===== src/rtl/id_ex_stage.sv =====
// ID/EX pipeline register: operand bypass select, load-use bubble,
// branch flush, downstream hold and a saturating stall counter.
module id_ex_stage #(
  parameter int DATA_W = 32,
  parameter int ADDR_W = 5,
  parameter int CNT_W  = 16
) (
  input  logic              Clk,
  input  logic              Rst_n,
  input  logic [DATA_W-1:0] Read_Data_1_ID,
  input  logic [DATA_W-1:0] Read_Data_2_ID,
  input  logic [ADDR_W-1:0] Read_Address_1_ID,
  input  logic [ADDR_W-1:0] Read_Address_2_ID,
  input  logic              Uses_Rs_ID,
  input  logic              Uses_Rt_ID,
  input  logic [ADDR_W-1:0] Write_Register_ID,
  input  logic [15:0]       Imm_ID,
  input  logic              Instr_Valid_ID,
  input  logic              RegWrite_ID,
  input  logic              MemRead_ID,
  input  logic              MemWrite_ID,
  input  logic              ALUSrc_ID,
  input  logic [3:0]        ALUOp_ID,
  input  logic [DATA_W-1:0] ALU_Result_EX,
  input  logic [ADDR_W-1:0] Write_Register_MEM,
  input  logic              RegWrite_MEM,
  input  logic [DATA_W-1:0] Write_Data_MEM,
  input  logic              Flush_EX,
  input  logic              Hold_EX,
  output logic              Valid_EX,
  output logic [DATA_W-1:0] Operand_A_EX,
  output logic [DATA_W-1:0] Operand_B_EX,
  output logic [DATA_W-1:0] Store_Data_EX,
  output logic [ADDR_W-1:0] Write_Register_EX,
  output logic              RegWrite_EX,
  output logic              MemRead_EX,
  output logic              MemWrite_EX,
  output logic [3:0]        ALUOp_EX,
  output logic              Stall_ID,
  output logic [CNT_W-1:0]  Stall_Count
);

  logic              valid_q, valid_d;
  logic [DATA_W-1:0] opa_q, opa_d;
  logic [DATA_W-1:0] opb_q, opb_d;
  logic [DATA_W-1:0] sd_q, sd_d;
  logic [ADDR_W-1:0] wr_q, wr_d;
  logic              rw_q, rw_d;
  logic              mr_q, mr_d;
  logic              mw_q, mw_d;
  logic [3:0]        aluop_q, aluop_d;
  logic [CNT_W-1:0]  cnt_q, cnt_d;

  logic              ex_fwd_ok;
  logic [DATA_W-1:0] fwd_a, fwd_b, imm_ext;
  logic              load_use;

  // A load in EX has no data yet; it is caught as load-use instead.
  assign ex_fwd_ok = rw_q && valid_q && !mr_q;

  always_comb begin
    fwd_a = Read_Data_1_ID;
    if (Read_Address_1_ID == '0)
      fwd_a = '0;
    else if (ex_fwd_ok && wr_q == Read_Address_1_ID)
      fwd_a = ALU_Result_EX;
    else if (RegWrite_MEM && Write_Register_MEM == Read_Address_1_ID)
      fwd_a = Write_Data_MEM;
  end

  always_comb begin
    fwd_b = Read_Data_2_ID;
    if (Read_Address_2_ID == '0)
      fwd_b = '0;
    else if (ex_fwd_ok && wr_q == Read_Address_2_ID)
      fwd_b = ALU_Result_EX;
    else if (RegWrite_MEM && Write_Register_MEM == Read_Address_2_ID)
      fwd_b = Write_Data_MEM;
  end

  assign imm_ext = {{(DATA_W-16){Imm_ID[15]}}, Imm_ID};

  assign load_use = valid_q && mr_q && (wr_q != '0) && Instr_Valid_ID &&
                    ((Uses_Rs_ID && Read_Address_1_ID == wr_q) ||
                     (Uses_Rt_ID && Read_Address_2_ID == wr_q));

  assign Stall_ID = Hold_EX || load_use;

  always_comb begin
    valid_d = valid_q;
    opa_d   = opa_q;
    opb_d   = opb_q;
    sd_d    = sd_q;
    wr_d    = wr_q;
    rw_d    = rw_q;
    mr_d    = mr_q;
    mw_d    = mw_q;
    aluop_d = aluop_q;
    if (Flush_EX || (!Hold_EX && load_use)) begin
      valid_d = 1'b0;
      rw_d    = 1'b0;
      mr_d    = 1'b0;
      mw_d    = 1'b0;
      aluop_d = '0;
    end else if (!Hold_EX) begin
      valid_d = Instr_Valid_ID;
      opa_d   = fwd_a;
      opb_d   = ALUSrc_ID ? imm_ext : fwd_b;
      sd_d    = fwd_b;
      wr_d    = Write_Register_ID;
      rw_d    = RegWrite_ID && Instr_Valid_ID;
      mr_d    = MemRead_ID && Instr_Valid_ID;
      mw_d    = MemWrite_ID && Instr_Valid_ID;
      aluop_d = Instr_Valid_ID ? ALUOp_ID : 4'd0;
    end
  end

  always_comb begin
    cnt_d = cnt_q;
    if (Stall_ID && cnt_q != '1)
      cnt_d = cnt_q + 1'b1;
  end

  always_ff @(posedge Clk or negedge Rst_n) begin
    if (!Rst_n) begin
      valid_q <= 1'b0;
      opa_q   <= '0;
      opb_q   <= '0;
      sd_q    <= '0;
      wr_q    <= '0;
      rw_q    <= 1'b0;
      mr_q    <= 1'b0;
      mw_q    <= 1'b0;
      aluop_q <= '0;
      cnt_q   <= '0;
    end else begin
      valid_q <= valid_d;
      opa_q   <= opa_d;
      opb_q   <= opb_d;
      sd_q    <= sd_d;
      wr_q    <= wr_d;
      rw_q    <= rw_d;
      mr_q    <= mr_d;
      mw_q    <= mw_d;
      aluop_q <= aluop_d;
      cnt_q   <= cnt_d;
    end
  end

  assign Valid_EX          = valid_q;
  assign Operand_A_EX      = opa_q;
  assign Operand_B_EX      = opb_q;
  assign Store_Data_EX     = sd_q;
  assign Write_Register_EX = wr_q;
  assign RegWrite_EX       = rw_q;
  assign MemRead_EX        = mr_q;
  assign MemWrite_EX       = mw_q;
  assign ALUOp_EX          = aluop_q;
  assign Stall_Count       = cnt_q;

endmodule


===== config.mk =====
export PLATFORM = sky130hd
export DESIGN_NAME = id_ex_stage
export DESIGN_NICKNAME = d
export VERILOG_FILES = /design/src/rtl/id_ex_stage.sv
export SDC_FILE = /design/constraint.sdc
export NUM_CORES = 1
export LEC_CHECK = 0
export BUFFER_PORTS_ARGS = -buffer_cell sky130_fd_sc_hd__buf_2
export CORE_ASPECT_RATIO = 1.5
export CORE_UTILIZATION = 43
export CTS_CLUSTER_DIAMETER = 40
export DETAILED_ROUTE_END_ITERATION = 10
export PLACE_DENSITY_LB_ADDON = 0.05
export SLEW_MARGIN = 20
export SYNTH_ARGS = -nofsm -noshare
export SYNTH_HDL_FRONTEND = slang
export SYNTH_SLANG_ARGS = --single-unit

===== constraint.sdc =====
create_clock -name Clk -period 2.2 [get_ports Clk]
set_clock_uncertainty 0.1 [all_clocks]
set_input_delay 0.33 -clock Clk [delete_from_list [all_inputs] [get_ports Clk]]
set_output_delay 0.33 -clock Clk [all_outputs]
set_load 0.01 [all_outputs]

Yosys cells after proc, flatten, opt, wreduce, memory -nomap -nowiden
Index checks and enable logic that the tools add are counted.
{"block": "word_totals", "reg_bits": 125, "latchBits": 0, "ramBits": 0, "rom_bits": 0, "in_bits": 180, "elab_cells": 65, "memories": 0}
{"block": "op_classes", "add_sub_neg": 1, "multipliers": 0, "n_div": 0, "magnitude_cmp": 0, "eq_ne": 8, "n_shift": 0, "n_mux": 18, "bitwise_logic": 2, "reduce_logical": 26}
{"cell": "32-bit 2-to-1 mux", "n": 7}
{"cell": "5-bit equality test", "n": 6}
{"cell": "1-bit logical AND", "n": 17}
{"cell": "16-bit by 1-bit adder with 16-bit output, second input constant", "n": 1}
{"cell": "16-bit inequality test, second input constant", "n": 1}
{"cell": "4-bit 2-to-1 mux", "n": 3}
{"cell": "5-bit zero test", "n": 2}
{"cell": "1-bit 2-to-1 mux", "n": 8}
{"cell": "5-bit nonzero test", "n": 1}
{"cell": "1-bit logical OR", "n": 3}
{"cell": "1-bit zero test", "n": 2}
{"cell": "2-bit by 1-bit inequality test with 1-bit output, second input constant", "n": 1}
{"cell": "1-bit inverter", "n": 2}
{"cell": "2-bit AND reduction", "n": 1}

Logic depth before layout (Yosys ltp)
Gate-level depths: netlist of the first run.
{"block": "depth", "depth_word": 8, "ltp_mapped": 9, "depth_no_buf": 8}

Worst setup path before layout of the first run
OpenSTA, ideal clock, no wires.
{"block": "synth_path", "path_kind": "reg2reg", "startpoint": "register wr_q[4], in the netlist Write_Register_EX[4]", "endpoint": "register sd_q[12], in the netlist Store_Data_EX[12]", "setup_ns": 0.118, "arrival_time_ns": 1.924, "path_slack_ns": 0.058, "path_stages_with_launch": 9, "path_buffers": 2, "path_cell_list": "dfrtp_1 > xor2_1 > nor4_1 > a32o_1 > a211o_1 > buf_2 > buf_6 > nor4b_2 > a21o_1"}
{"block": "synth_via", "elab_chain_len": 8, "elab_cells_between_ends": 17, "cone_classes": "eq/ne (3); mux (2); bitwise (1); reduce/logical (11)"}
{"element": "start: declaration", "line_no": "47", "rtl": "logic [ADDR_W-1:0] wr_q, wr_d;"}
{"element": "start signal: assignment", "line_no": "141", "rtl": "wr_q <= wr_d;"}
{"element": "5-bit equality test (tied with other cells)", "line_no": "84", "rtl": "((Uses_Rs_ID && Read_Address_1_ID == wr_q) ||"}
{"element": "1-bit logical AND (on tied branches)", "line_no": "84, 83, 85"}
{"element": "1-bit logical OR or 1-bit logical AND (tied branches)", "line_no": "84, 83"}
{"element": "1-bit logical AND", "line_no": "83", "rtl": "assign load_use = valid_q && mr_q && (wr_q != '0) && Instr_Valid_ID &&"}
{"element": "1-bit logical AND", "line_no": "99", "rtl": "if (Flush_EX || (!Hold_EX && load_use)) begin"}
{"element": "1-bit logical OR", "line_no": "99"}
{"element": "1-bit inverter (no source line)"}
{"element": "2-bit AND reduction (no source line)"}
{"element": "end signal: assignment", "line_no": "129", "rtl": "sd_q <= '0;"}
{"element": "end signal: assignment", "line_no": "140", "rtl": "sd_q <= sd_d;"}
{"element": "end: declaration", "line_no": "46", "rtl": "logic [DATA_W-1:0] sd_q, sd_d;"}
Several ways; a longest one is shown, not always the timed one.
A chain may end at the register's enable or synchronous reset.

Worst setup path after layout of the first run
{"block": "layout_path", "startpoint": "register wr_q[4], in the netlist Write_Register_EX[4]", "endpoint": "output Stall_ID"}
{"block": "layout_via", "elab_chain_len": 5, "elab_cells_between_ends": 10, "cone_classes": "eq/ne (2); reduce/logical (8)"}
{"element": "5-bit equality test (tied with other cells)", "line_no": "84"}
{"element": "1-bit logical AND (on tied branches)", "line_no": "84, 83, 85"}
{"element": "1-bit logical OR or 1-bit logical AND (tied branches)", "line_no": "84, 83"}
{"element": "1-bit logical AND *", "line_no": "83"}
{"element": "1-bit logical OR *", "line_no": "87", "rtl": "assign Stall_ID = Hold_EX || load_use;"}
{"element": "end: declaration", "line_no": "39", "rtl": "output logic Stall_ID,"}
Every way passes the cells marked *; elsewhere a longest branch is shown, timed or not.

==> impl_metrics.yaml, run 1 <==
run_status:
  outcome: "complete, but fails checks"
  violations: "negative setup slack"
sta:
  finalSetupTns_ns: -7.710
  fin_crit_ns: 2.382
  setup_slack_ns: -0.1821
  grt_setup_unrepaired: "yes"
  fin_crit_sh_pct: 108.3
  setup_viol: 87
  fmax_ghz: 0.4198
  slew_viol_final: 0
  relSlewSlack_pct: 40.92
  hold_viol_final: 0
  worst_pin_slew_ns: 0.8842
detailed_routing:
  via_count: 6950
  drt-met1-wl_um: 9190
  wl_per_cell_um: 18.80
  top_layer_used: "met5"
  first_pass_iters: 5
  drt-total-wl_um: 24460
  postRouteAntennaNets: 0
  route.met2.wl_um: 13100
  wl_met3_um: 1544
  via_per_inst: 5.342
  drt-initial-drc-count: 249
  drc: 0
clock_tree:
  cts_buffer_depth: 2
  cts.sinks: 125
  cts_tree: "yes"
  cts_buffers: 17
  clk_pin_slew_worst_paths_ns: 0.06
  cts-root-buf: "clkbuf_16"
  h-tree-depth: 4
  clk_latency_ns: 0.42
placement:
  placedCellCount: 1245
  io_buffers: 305
  dp_hpwl_um: 17080
  place.gp.congestion: 0.8456
logic_synthesis:
  syn_inst: 727
  synth_nets: 908
  async_flop_share_pct: 100.0
  ys_ff_latch: 125
  yosysSeqAreaShare_pct: 45.56
  synth-main-ff-cell: "dfrtp_1"
  synth_cell_types: 35
  syn-mean-instance-area_um2: 9.443
  syn_area_um2: 6865
  yosys_warnings: 0
  synth-edff-count: 0
critical_path:
  max_stage_delay_ns: 0.44
  cp_cell_sequence: "xor2_1 -> nor4_2 -> a32o_2 -> a21o_1 -> buf_2"
  critPathKind: "reg2out"
  cp_top_family: "flip-flops"
  crit_buf_inv: 1
  start_kind: "flop"
  cp_max_fo: 4
  setup.worst_path.end_class: "output pin"
  slowest_stage: "dfrtp_2"
  rrSetupSlack_ns: -0.17
  cp.arrival_ns: 1.95
  critical_path_required_ns: 1.77
die:
  ios: 306
  row_count: 56
  initial_utilization_pct: 43.94
  die_h_um: 156.8
  die_area_um2: 16490
  fp.dieW_um: 105.2
  coreArea_um2: 15630
power_and_ir_drop:
  p_comb_share_pct: 25.3
  powerDensity_nw_per_um2: 703.5
  peakVddDrop_mv: 0.5513
  switching_share_pct: 31.82
  seq_power_share_pct: 38.3
  power.switching_mw: 2.404
  clkPwrFrac_pct: 36.4
  p_leak_nw: 5.238
  p_int_mw: 5.151
finish:
  nets: 1264
  drive_above_1_share_pct: 49.18
  final_cells: 1301
  fillers: 1313
  final_common_cell: "buf_2"
  final_cell_mix: "buf_2 (304), dfrtp_1 (123), nand2_1 (119), mux2i_1 (64), buf_4 (42)"
  area_delta_synth_final_pct: 56.42
  fin_util_pct: 68.73
global_routing:
  grt_max_degree: 81
  grt_usage_pct: 29.01
  grt_pass1_wl_um: 36710
  grt_pass1_vias: 6854
  antenna_found_initial: 1
  grt-ovfl-total: 0
min_path:
  holdCritPathClass: "in2reg"
job:
  maxCapViolCount: 0
[routing by layer]
layer,vias up,GRT usage [%]
met5,-,0
met4,2,11.40
met3,47,6.414
met2,251,53.48
met1,3367,32.28
li1,3283,-
[logic make-up after synthesis]
family          synth area share (%)
compound gates                 13.05
xor+xnor                       4.465
fa+ha+maj                     0.1822
buf+inv                        3.809
flops                          45.56
mux                            9.495
simple gates                   23.44
[power groups by stage]
stage | combinational (mW) | clock (mW) | sequential, mW
floorplan | 0.594 | 0 | 3.03
finish | 1.91 | 2.75 | 2.89
CTS | 1.77 | 2.76 | 2.85
global placement | 1.65 | 0 | 2.88
global route | 2.07 | 2.88 | 2.94
detailed placement | 1.67 | 0 | 2.88
[cells in the mapped netlist (5+ instances only)]
cell type / count / area [µm²]
xor2_1: 15 / 131.4
nor4b_1: 11 / 96.34
o21ai_1: 31 / 155.2
nand3b_1: 31 / 232.7
mux2i_1: 64 / 640.6
a21o_1: 33 / 247.7
dfrtp_1: 125 / 3128
a21oi_1: 18 / 90.09
buf_2: 17 / 85.08
a32o_1: 8 / 80.08
buf_1: 5 / 18.77
nand4_1: 7 / 43.79
nor2_1: 72 / 270.3
nand3_1: 9 / 45.04
and3_1: 5 / 31.28
nand2_1: 133 / 499.2
buf_4: 5 / 37.54
o21ai_0: 34 / 170.2
a31oi_1: 15 / 93.84
nor4b_2: 21 / 315.3
clkbuf_1: 25 / 93.84
xnor2_1: 20 / 175.2
[state kept, by name, indices dropped and copies added, names as in the netlist]
name / cells
Operand_A_EX: 32
Operand_B_EX: 32
Store_Data_EX: 32
Stall_Count: 16
Write_Register_EX: 5
ALUOp_EX: 4
MemRead_EX: 1
MemWrite_EX: 1
RegWrite_EX: 1
Valid_EX: 1
[final timing paths]
path / start / to / depth (start not counted)
worst max-delay path: Write_Register_EX[4] / Stall_ID / 5
worst min-delay path: Write_Register_ID[3] / Write_Register_EX[3] / 3
worst max register to register: Write_Register_EX[1] / Store_Data_EX[7] / 9
worst min register to register: Store_Data_EX[13] / Store_Data_EX[13] / 1
max in group asynchronous: Rst_n / Store_Data_EX[2] / 3
min in group asynchronous: Rst_n / Operand_B_EX[27] / 2
[metrics by stage]
stage          cell area (µm²)  hold slack (ns)  setup WS [ns]  total power, mW
5_1_grt                  10730          0.02567        -0.2538            7.886
6_report                 10740         0.008939        -0.1821            7.555
2_1_floorplan             6865         -0.06559        0.05824            3.627
3_5_place_dp              9174          0.07672       -0.09396            4.551
3_3_place_gp              9174          0.07432       -0.08306            4.525
4_1_cts                  10160         0.005506        -0.1431            7.379
[worst register-to-register path, stage by stage, from the launching register on]
cell and delay [ns]:
dfrtp_1 0.42, buf_6 0.14, xor2_2 0.15, nor4_2 0.06
a32o_2 0.27, buf_6 0.13, a211o_4 0.45, buf_12 0.21
nor4b_4 0.24, a21o_1 0.13
[cell type report]
class	instances	area [µm²]	share of cell area [%]
clock inverter	14	136.4	1.270
clock buffer	18	429.2	3.996
sequential	125	3131	29.15
antenna	2	5.005	0.04660
tap	203	254.0	2.365
timing repair buffer	391	2673	24.89
multi-input combinational	547	4108	38.25
inverter	1	3.754	0.03495
[what timing repair did]
action | CTS | global route
gates resized for setup | 45 | 108
gates cloned | 5 | 6
endpoints found under the hold margin | 16 | 0
hold buffers | 1 | 0
setup endpoints to repair | 97 | 109
pin swaps | 11 | 20
setup buffers | 11 | 1
Power figures use the tool's default switching activity.
==> inputs of run 2 (changes only) <==
--- a/config.mk
+++ b/config.mk
@@ -11,6 +11,7 @@
 export CTS_CLUSTER_DIAMETER = 40
 export DETAILED_ROUTE_END_ITERATION = 10
 export PLACE_DENSITY_LB_ADDON = 0.05
+export RECOVER_POWER = 100
 export SLEW_MARGIN = 20
 export SYNTH_ARGS = -nofsm -noshare
 export SYNTH_HDL_FRONTEND = slang
==> impl_metrics.yaml, run 2 (synthesized netlist as in run 1, its figures left out) <==
power_and_ir_drop:
  p_leak_nw: 4.839
  peakVddDrop_mv: 0.5594
  clkPwrFrac_pct: 36.8
  switching_share_pct: 32.22
  powerDensity_nw_per_um2: 705.9
  seq_power_share_pct: 39.0
  p_comb_share_pct: 24.2
  p_int_mw: 5.047
  power_mw: 7.447
  power.switching_mw: 2.400
sta:
  fin_crit_sh_pct: 108.4
  grt_setup_unrepaired: "yes"
  fmax_ghz: 0.4194
  setup_slack_ns: -0.1842
  setup_viol: 84
  relSlewSlack_pct: 37.69
  worst_pin_slew_ns: 0.9346
  hold_viol_final: 0
  fin_crit_ns: 2.384
  slew_viol_final: 0
global_routing:
  grt_pass1_vias: 6854
  grt_pass1_wl_um: 36710
  grt_usage_pct: 29.01
  grt_max_degree: 81
  antenna_found_initial: 1
  grt-ovfl-total: 0
detailed_routing:
  drt-initial-drc-count: 251
  via_count: 6940
  wl_per_cell_um: 18.78
  postRouteAntennaNets: 0
  drt-total-wl_um: 24430
  drc: 0
  first_pass_iters: 5
  via_per_inst: 5.334
clock_tree:
  clk_pin_slew_worst_paths_ns: 0.06
  cts_tree: "yes"
  cts_buffer_depth: 2
  h-tree-depth: 4
  cts.sinks: 125
  cts-root-buf: "clkbuf_16"
  clk_latency_ns: 0.41
  cts_buffers: 17
placement:
  pre_cts_ws_ns: -0.09396
  dp_hpwl_um: 17080
  placedCellCount: 1245
  place.gp.congestion: 0.8456
  io_buffers: 305
finish:
  final_common_cell: "buf_2"
  final_cells: 1301
  drive_above_1_share_pct: 38.05
  fillers: 1370
  nets: 1264
  final_cell_mix: "buf_2 (187), dfrtp_1 (123), clkbuf_1 (123), nand2_1 (119), mux2i_1 (64)"
  area_delta_synth_final_pct: 53.67
min_path:
  hold_start: "Write_Register_ID[3]"
  holdCritPathClass: "in2reg"
  worstHoldPathCells: 3
  whs_endpoint: "Write_Register_EX[3]"
critical_path:
  cp.arrival_ns: 1.95
  start_kind: "flop"
  critical_path_required_ns: 1.77
  cp_max_fo: 4
  rrSetupSlack_ns: -0.17
  critPathKind: "reg2out"
  regToRegEndpoint: "Store_Data_EX[7]"
  r2r_cells: 9
  setup.worst_path.end_class: "output pin"
  r2r_start: "Write_Register_EX[1]"
die:
  fp.dieW_um: 105.2
  ios: 306
  row_count: 56
  die_area_um2: 16490
  coreArea_um2: 15630
  die_h_um: 156.8
  initial_utilization_pct: 43.94
job:
  maxCapViolCount: 0
run_status:
  outcome: "complete, but fails checks"
  violations: "negative setup slack"
==> run 2: worst max-delay path by stage <==
stage,startpoint,endpoint,slack [ns]
after global routing,Write_Register_EX[4],Stall_ID,-0.25
after CTS,Write_Register_EX[4],Stall_ID,-0.14
after detailed placement,Read_Address_2_ID[4],Store_Data_EX[31],-0.09
after global placement,Read_Address_2_ID[4],Store_Data_EX[17],-0.08
final,Write_Register_EX[4],Stall_ID,-0.18
after floorplan,Write_Register_EX[4],Store_Data_EX[12],0.06
==> run 2: repair_timing <==
action / 4_1_cts / 5_1_grt
buffers inserted: 11 / 1
gates cloned: 5 / 6
endpoints found under the hold margin: 16 / 0
endpoints found under the setup margin: 97 / 109
hold buffers: 1 / 0
pin swaps: 11 / 20
resized for setup: 45 / 108
==> run 2: power by group through the flow <==
| stage | logic, mW | registers [mW] | clock network (mW) |
|---|---|---|---|
| after floorplan | 0.594 | 3.03 | 0 |
| after global placement | 1.65 | 2.88 | 0 |
| after detailed placement | 1.67 | 2.88 | 0 |
| after CTS | 1.77 | 2.85 | 2.76 |
| after global routing | 1.97 | 2.94 | 2.88 |
| final | 1.80 | 2.90 | 2.74 |
==> run 2: worst max-delay path, stage by stage (launching register included) <==
cell and delay, ns:
dfrtp_2 0.44, xor2_1 0.18, nor4_2 0.33, a32o_2 0.26, a21o_1 0.17, buf_2 0.15
==> run 2: through the flow <==
stage / setup TNS (ns) / cell area [µm²] / utilization (%) / hold WS [ns]
final: -7.578 / 10550 / 67.52 / 0.01232
after global routing: -15.70 / 10550 / 67.49 / 0.02567
after CTS: -4.553 / 10160 / 65.04 / 0.005506
after detailed placement: -3.295 / 9174 / 58.71 / 0.07672
after global placement: -3.523 / 9174 / 58.71 / 0.07432
after floorplan: 0 / 6865 / - / -0.06559
==> run 2: cell type report <==
class | count | area [µm²] | area share, %
antenna | 2 | 5.005 | 0.04744
clock buffer | 18 | 429.2 | 4.068
clock inverter | 14 | 136.4 | 1.293
inverter | 1 | 3.754 | 0.03558
multi-input combinational | 547 | 4108 | 38.94
sequential | 125 | 3131 | 29.67
tap | 203 | 254.0 | 2.408
timing repair buffer | 391 | 2484 | 23.54
==> run 2: metal layers <==
layer	track usage (%)	part of all wire [%]	wire length, µm	vias up
li1	-	-	-	3279
met1	32.28	38	9230	3365
met2	53.48	54	13080	248
met3	6.414	6.1	1497	46
met4	11.40	2.5	615	2
met5	0	0.041	10	-
==> inputs of run 3 (changes only) <==
--- a/config.mk
+++ b/config.mk
@@ -10,7 +10,7 @@
 export CORE_UTILIZATION = 43
 export CTS_CLUSTER_DIAMETER = 40
 export DETAILED_ROUTE_END_ITERATION = 10
-export PLACE_DENSITY_LB_ADDON = 0.05
+export PLACE_DENSITY_LB_ADDON = 0.2
 export RECOVER_POWER = 100
 export SLEW_MARGIN = 20
 export SYNTH_ARGS = -nofsm -noshare
==> impl_metrics.yaml, run 3 (synthesized netlist as in run 1, its figures left out) <==
run_status:
  outcome: "complete, but fails checks"
  violations: "negative setup slack"
finish:
  multiInputGateArea_um2: 3761
  final_cell_mix: "buf_2 (186), nand2_1 (132), dfrtp_1 (122), clkbuf_1 (122), nor2_1 (67)"
  final_common_cell: "buf_2"
  area_delta_synth_final_pct: 47.24
  drive_above_1_share_pct: 32.01
  seq_area_um2: 3132
  nets: 1252
  final_cell_area_um2: 10110
  final_cells: 1289
  fin_util_pct: 64.69
  fillers: 1394
clock_tree:
  cts_buffer_depth: 2
  cts.sinks: 125
  h-tree-depth: 4
  clk_latency_ns: 0.41
  cts-root-buf: "clkbuf_16"
  cts_tree: "yes"
  clk_pin_slew_worst_paths_ns: 0.06
  cts_buffers: 17
sta:
  relSlewSlack_pct: 8.294
  setup_viol: 110
  fmax_ghz: 0.4128
  hold_ws_ns: 0.01834
  hold_viol_final: 0
  setup_slack_ns: -0.2222
  slew_viol_final: 0
  worst_pin_slew_ns: 1.376
  fin_crit_sh_pct: 110.1
  finalSetupTns_ns: -8.442
  fin_crit_ns: 2.422
  grt_setup_unrepaired: "yes"
detailed_routing:
  drt-initial-drc-count: 450
  postRouteAntennaNets: 0
  first_pass_iters: 5
  drt-total-wl_um: 24100
  drc: 0
  wl_per_cell_um: 18.69
  via_per_inst: 5.349
  via_count: 6895
critical_path:
  cp_max_fo: 4
  cp_cell_sequence: "xor2_2 -> nor4_2 -> a32o_2 -> buf_6 -> a21o_1 -> buf_6"
  slowest_stage: "dfrtp_2"
  max_stage_delay_ns: 0.44
  critical_path_required_ns: 1.77
  cp.arrival_ns: 1.99
  crit_path_frequent_cell: "buf_6"
  critPathKind: "reg2out"
  start_kind: "flop"
  setup.worst_path.end_class: "output pin"
global_routing:
  grt_max_degree: 66
  grt_pass1_wl_um: 36510
  grt_pass1_vias: 6891
  grt-ovfl-total: 0
  grt_usage_pct: 29.02
  antenna_found_initial: 2
power_and_ir_drop:
  peakVddDrop_mv: 0.3875
  p_leak_nw: 4.729
  powerDensity_nw_per_um2: 742.6
  power_mw: 7.507
placement:
  pre_cts_ws_ns: -0.04845
  place_area_um2: 9022
  io_buffers: 305
  dp_hpwl_um: 16930
  place.gp.congestion: 0.8891
  placedCellCount: 1231
job:
  maxCapViolCount: 0
die:
  die_area_um2: 16490
  row_count: 56
  initial_utilization_pct: 43.94
  ios: 306
  fp.dieW_um: 105.2
  coreArea_um2: 15630
  die_h_um: 156.8
min_path:
  holdCritPathClass: "in2reg"
## run 3: cell count changes in the layout (fill, tap and decap cells not counted), moves of 3 or more
cell,delta
nand2_1,+13
o21ai_2,-8
clkbuf_16,-4
nor4b_2,+10
nand2_2,-13
o21ai_1,+7
a21oi_1,+16
nor4b_4,-9
nor2_4,-26
nor2_2,-3
a21oi_2,-16
clkbuf_8,+3
nor2_1,+29
buf_6,-7
## run 3: what timing repair did
action	in CTS	in global routing
buffers inserted	8	6
pin swaps	5	11
resized for setup	43	19
hold buffers	2	0
hold endpoints to repair	126	0
cloned	5	3
endpoints found under the setup margin	47	121
## run 3: final cells by class
class | instances | share of cell area (%)
inverter | 1 | 0.03713
clock buffer | 21 | 4.654
tap | 203 | 2.513
antenna | 2 | 0.04951
multi-input combinational | 548 | 37.21
sequential | 125 | 30.98
clock inverter | 11 | 1.547
timing repair buffer | 378 | 23.01
## run 3: report_power, final
part	switching [mW]	internal (mW)	total, mW
Clock	1.09	1.89	2.98
Combinational	0.916	0.750	1.67
Sequential	0.236	2.63	2.86
## run 3: worst max-delay path, delay by kind of cell (launching register included)
family / cells / cell delay (ns)
flops: 1 / 0.44
xor+xnor: 1 / 0.17
buf+inv: 2 / 0.23
compound gates: 2 / 0.42
simple gates: 1 / 0.33
## run 3: path summary, 6_finish.rpt
| path | startpoint | slack, ns | cells after the start | endpoint |
|---|---|---|---|---|
| setup / recovery | Write_Register_EX[1] | -0.22 | 6 | Stall_ID |
| hold / removal | Write_Register_ID[2] | 0.02 | 3 | Write_Register_EX[2] |
| setup reg to reg | Write_Register_EX[0] | -0.20 | 9 | Operand_A_EX[26] |
| hold reg to reg | Store_Data_EX[6] | 0.38 | 1 | Store_Data_EX[6] |
| max in group asynchronous | Rst_n | 0.26 | 3 | Write_Register_EX[4] |
| min in group asynchronous | Rst_n | 0.64 | 3 | Stall_Count[7] |
## run 3: per-layer routing
metal,share of wire [%],vias up,track usage [%]
met1,39,3307,34.35
li1,-,3239,-
met3,5.5,58,6.039
met5,0,-,0
met4,3.6,0,13.35
met2,52,291,50.43
